File: config.mk
export PLATFORM = sky130hd
export DESIGN_NAME = seq_pattern_tx
export DESIGN_NICKNAME = d
export VERILOG_FILES = /design/src/rtl/seq_pattern_tx.sv
export SDC_FILE = /design/constraint.sdc
export NUM_CORES = 1
export LEC_CHECK = 0
export CAP_MARGIN = 20
export CORE_MARGIN = 1
export CORE_UTILIZATION = 40
export CTS_CLUSTER_SIZE = 28
export DETAILED_ROUTE_END_ITERATION = 10
export PLACE_DENSITY_LB_ADDON = 0.08
export SLEW_MARGIN = 40
export SYNTH_ARGS = -nofsm -noshare
export SYNTH_HDL_FRONTEND = slang
export SYNTH_SLANG_ARGS = --single-unit
File: constraint.sdc
create_clock -name clk -period 2.54 [get_ports clk]
set_input_delay 0.635 -clock clk [delete_from_list [all_inputs] [get_ports clk]]
set_output_delay 0.635 -clock clk [all_outputs]
set_load 0.01 [all_outputs]
File: src/rtl/seq_pattern_tx.sv
// Serial pattern transmitter that shifts a loaded pattern out MSB-first and
// produces the expected Mealy '101' detector response alongside each bit.
module seq_pattern_tx #(
   parameter int WIDTH = 8,
   parameter int LW    = 4
) (
   input  logic             clk,
   input  logic             rst,
   input  logic             load_valid,
   output logic             load_ready,
   input  logic [WIDTH-1:0] load_data,
   input  logic [LW-1:0]    load_len,
   output logic             x,
   output logic             x_valid,
   output logic             z_exp,
   output logic             busy,
   output logic             done,
   output logic [LW-1:0]    det_count
);

   typedef enum logic {IDLE, SHIFT} state_t;
   typedef enum logic [1:0] {T0, T1, T10} trk_t;

   localparam logic [LW-1:0] WIDTH_L = LW'(WIDTH);

   state_t           r_state;
   state_t           w_stateNext;
   trk_t             r_trk;
   trk_t             w_trkNext;
   logic [WIDTH-1:0] r_shift;
   logic [LW-1:0]    r_cnt;
   logic [LW-1:0]    r_detCount;
   logic             r_ready;
   logic             r_done;
   logic             w_handshake;
   logic             w_lastBit;
   logic             w_xValid;
   logic             w_x;
   logic             w_z;
   logic [LW-1:0]    w_len;

   assign w_handshake = load_valid & r_ready;
   assign w_len       = (load_len > WIDTH_L) ? WIDTH_L : load_len;
   assign w_xValid    = (r_state == SHIFT);
   assign w_x         = w_xValid & r_shift[WIDTH-1];
   assign w_lastBit   = w_xValid && (r_cnt == LW'(1));
   assign w_z         = w_xValid & w_x & (r_trk == T10);

   assign x          = w_x;
   assign x_valid    = w_xValid;
   assign z_exp      = w_z;
   assign busy       = w_xValid;
   assign done       = r_done;
   assign load_ready = r_ready;
   assign det_count  = r_detCount;

   always_ff @(posedge clk or posedge rst) begin
      if (rst) begin
         r_state <= IDLE;
         r_trk   <= T0;
      end else begin
         r_state <= w_stateNext;
         r_trk   <= w_trkNext;
      end
   end

   // The tracker restarts on every accepted frame so no prefix leaks across frames.
   always_comb begin
      w_stateNext = r_state;
      w_trkNext   = r_trk;
      case (r_state)
         IDLE: begin
            if (w_handshake && (w_len != '0)) w_stateNext = SHIFT;
         end
         SHIFT: begin
            if (w_lastBit) w_stateNext = IDLE;
         end
         default: w_stateNext = IDLE;
      endcase
      if (w_handshake) begin
         w_trkNext = T0;
      end else if (w_xValid) begin
         case (r_trk)
            T0:      w_trkNext = w_x ? T1 : T0;
            T1:      w_trkNext = w_x ? T1 : T10;
            T10:     w_trkNext = w_x ? T1 : T0;
            default: w_trkNext = T0;
         endcase
      end
   end

   // Patterns are left-aligned on capture so the MSB of the shift register is always the next bit.
   always_ff @(posedge clk or posedge rst) begin
      if (rst) begin
         r_shift    <= '0;
         r_cnt      <= '0;
         r_detCount <= '0;
         r_ready    <= 1'b0;
         r_done     <= 1'b0;
      end else begin
         r_done <= 1'b0;
         if (w_handshake) begin
            r_detCount <= '0;
            r_shift    <= load_data << (WIDTH_L - w_len);
            r_cnt      <= w_len;
            if (w_len == '0) begin
               r_done  <= 1'b1;
               r_ready <= 1'b1;
            end else begin
               r_ready <= 1'b0;
            end
         end else if (w_xValid) begin
            r_shift <= r_shift << 1;
            r_cnt   <= r_cnt - LW'(1);
            if (w_z) r_detCount <= r_detCount + LW'(1);
            if (w_lastBit) begin
               r_done  <= 1'b1;
               r_ready <= 1'b1;
            end
         end else begin
            r_ready <= 1'b1;
         end
      end
   end

endmodule

==> impl_metrics.yaml <==
cells_and_area:
  fill_cells: 304
  antenna_cells: 0
  ff_latch_area_um2: 526
  area_growth_pct: 29.3
  multi_input_area_um2: 681
  drive_gt1_share_pct: 13.5
  nets: 183
floorplanning:
  dieArea_um2: 3380
  core-area_um2: 3030
  start_util_pct: 41.7
  rows: 20
  die_w_um: 58.2
  ios: 25
  die-height_um: 58.2
global_routing:
  antenna_found_initial: 0
  grt_first_pass_wirelength_mm: 4.64
  first_global_vias: 1066
  grt_max_degree: 22
  overflow: 0
  track_usage_pct: 18.0
worst_setup_path:
  r2r_slack_ns: 0.75
  cp_slowest_stage_delay_ns: 0.60
  cp-end-kind: "output pin"
  path_cells: "nand2_1 -> nor3b_4 -> clkdlybuf4s50_1"
  critPathCapture: "z_exp"
  timing.rr.end: "done"
  cp.arrival_ns: 1.73
  crit_start: "r_shift[7]"
  worstPathRequired_ns: 1.90
  worst-path-max-fanout: 5
  startpoint_type: "flip-flop"
  crit_slowest_cell: "clkdlybuf4s50_1"
  r2r_cells: 4
  r2r-start: "busy"
  critical_path_class: "reg -> out"
hold_path:
  min-delay-start: "r_shift[2]"
  hold_path.class: "reg -> reg"
flow_run:
  drv_cap: 0
synthesis:
  synth_flop_cell: "dfrtp_1"
  synth_edf_count: 0
  synth_compound_area_share_pct: 16.3
  synthXorXnorAreaFrac_pct: 6.15
  ys_ff_latch: 21
  synth_mux_area_share_pct: 12.5
  ys_warn_count: 0
  netlist_instances: 131
  syn_avg_cell_area_um2: 9.63
  ys_types: 35
  async_flop_share_pct: 100
  yosysSeqAreaShare_pct: 41.7
  synth_fa_ha_area_share_pct: 3.97
  yosys.area_share.simple_pct: 14.6
  synth_top_area_cell: "dfrtp_1"
  synth_top_family_by_area: "compound AO/OA/AOI/OAI gates"
  synth_top_area_share_pct: 41.7
  synth.net_count: 150
  synth_area_leaders: "dfrtp_1, mux2i_1, o21ai_0, ha_1, a21oi_1"
  syn_area_um2: 1260
outcome:
  outcome: "finished, final reports clean"
timing:
  tightestPinTransition_ns: 0.331
  slew_violations: 0
  finalCritPeriodShare_pct: 93.2
  final.setup.worst_slack_ns: 0.173
  hold_ws_ns: 0.508
  finalClockSkew_ns: 0.00121
  setup_violations: 0
  min_period_ns: 2.37
  max-slew-margin-rel_pct: 77.7
  fmax_mhz: 423
  finalHoldViolations: 0
  rsz0062_at_grt: "no"
clock_network:
  cts_buffers: 3
  path_clk_slew_ns: 0.12
  clock_latency_ns: 0.30
  post_cts_buffers: 0
  clock-sinks: 21
  tritoncts: "done"
  cts_max_path_buffers: 2
  cts_max_level: 1
  clockRootBuffer: "clkbuf_4"
placed_design:
  numPortBuffers: 24
  dp_hpwl_mm: 2.07
  gp_congestion: 0.870
  dp_slack_ns: -0.107
power_and_ir_drop:
  cellLeakagePower_nw: 0.725
  power.density_nw_per_um2: 849
  ir_worst_vdd_uv: 284
route:
  drtIter0Drc: 20
  ant_nets: 0
  firstDrtPassIters: 4
  avgViaCountPerCell: 5.20
  wirelength_mm: 2.67
  route.vias.total: 1076
  drc: 0
  post_drt_wl_per_cell_um: 12.9
layer usage:
metal / vias up / global-route usage (%) / share of wire (%)
met5: - / 0 / 0
met4: 0 / 6.12 / 1.4
met3: 5 / 2.68 / 4.0
met2: 35 / 33.0 / 50
met1: 510 / 21.4 / 45
li1: 526 / - / -
layout by cell type, fill, tap and decap left out, drive strengths merged:
cell | Yosys | final
clkbuf | 2 | 3
nor4 | 1 | 1
o21a | 3 | 3
o22a | 2 | 2
nand3 | 3 | 3
and2 | 2 | 2
xor2 | 5 | 5
mux2 | 2 | 2
ha | 4 | 4
or4b | 1 | 1
nor2 | 12 | 12
nand4 | 1 | 1
clkdlybuf4s50 | 0 | 24
o21ai | 12 | 12
o32ai | 2 | 2
mux4 | 2 | 2
xnor2 | 3 | 3
nand2 | 12 | 12
mux2i | 9 | 9
o22ai | 1 | 1
a21oi | 9 | 9
a31oi | 1 | 1
buf | 4 | 10
nor3b | 1 | 1
a21o | 1 | 1
dfrtp | 21 | 21
nand2b | 2 | 2
o31ai | 1 | 1
o211ai | 1 | 1
a211oi | 1 | 1
inv | 6 | 6
and2b | 1 | 1
clkinv | 1 | 2
nor3 | 2 | 2
cell usage after synthesis, drive strengths merged, types with 3 or more instances:
cell,instances
a21oi,9
buf,4
dfrtp,21
ha,4
inv,6
mux2i,9
nand2,12
nand3,3
nor2,12
o21a,3
o21ai,12
xnor2,3
xor2,5
sequential cells by signal, indices dropped and copies added (netlist names):
register    count
r_shift         8
det_count       4
r_cnt           4
r_trk           2
busy            1
done            1
load_ready      1
cell type report:
cell class / instances / area share, %
Timing Repair Buffer: 34 / 19.3
Sequential cell: 21 / 32.2
Tap cell: 44 / 3.38
Multi-Input combinational cell: 97 / 41.7
Clock inverter: 1 / 0.307
Clock buffer: 3 / 1.38
Inverter: 7 / 1.61
cells by family (layout without fill, tap and decap cells):
group,count (synthesis),count (layout)
mux,13,13
flops,21,21
compound gates,34,34
xor+xnor,8,8
simple gates,38,38
fa+ha+maj,4,4
buf+inv,13,45
per-stage QoR:
stage                     total power, mW  utilization, %  std cells  area, um2  setup TNS (ns)
final                                1.38            53.8        207       1630               0
after CTS                            1.39            53.6        207       1620               0
after global routing                 1.53            53.8        207       1630               0
after detailed placement             1.23            52.7        203       1600          -0.209
after floorplan                     0.990               -        131       1260               0
after global placement               1.21            52.7        203       1600         -0.0516
worst min-delay path by stage:
stage,to,slack [ns],cells past startpoint
2_1_floorplan,r_shift[2],0.46,1
4_1_cts,r_shift[2],0.51,1
3_3_place_gp,r_shift[2],0.48,1
3_5_place_dp,r_shift[2],0.48,1
5_1_grt,r_shift[2],0.54,1
6_report,r_shift[2],0.51,1
power by group:
part	total, mW	switching, mW	internal [mW]	leakage (nW)
Combinational	0.665	0.331	0.334	0.440
Clock	0.163	0.104	0.0588	0.0177
Sequential	0.557	0.0955	0.462	0.267
critical path, delay by kind of cell, from the launching register on:
| kind | cells | cell delay, ns |
|---|---|---|
| and+or+nand+nor | 2 | 0.44 |
| buffers and inverters | 1 | 0.60 |
| DFF | 1 | 0.40 |
repair_timing:
action / in CTS / in global routing
hold endpoints to repair: 0 / 0
endpoints found under the setup margin: 0 / 1
resized for setup: 0 / 1
hold buffers: 0 / 0
(Power assumes the default switching activity.)
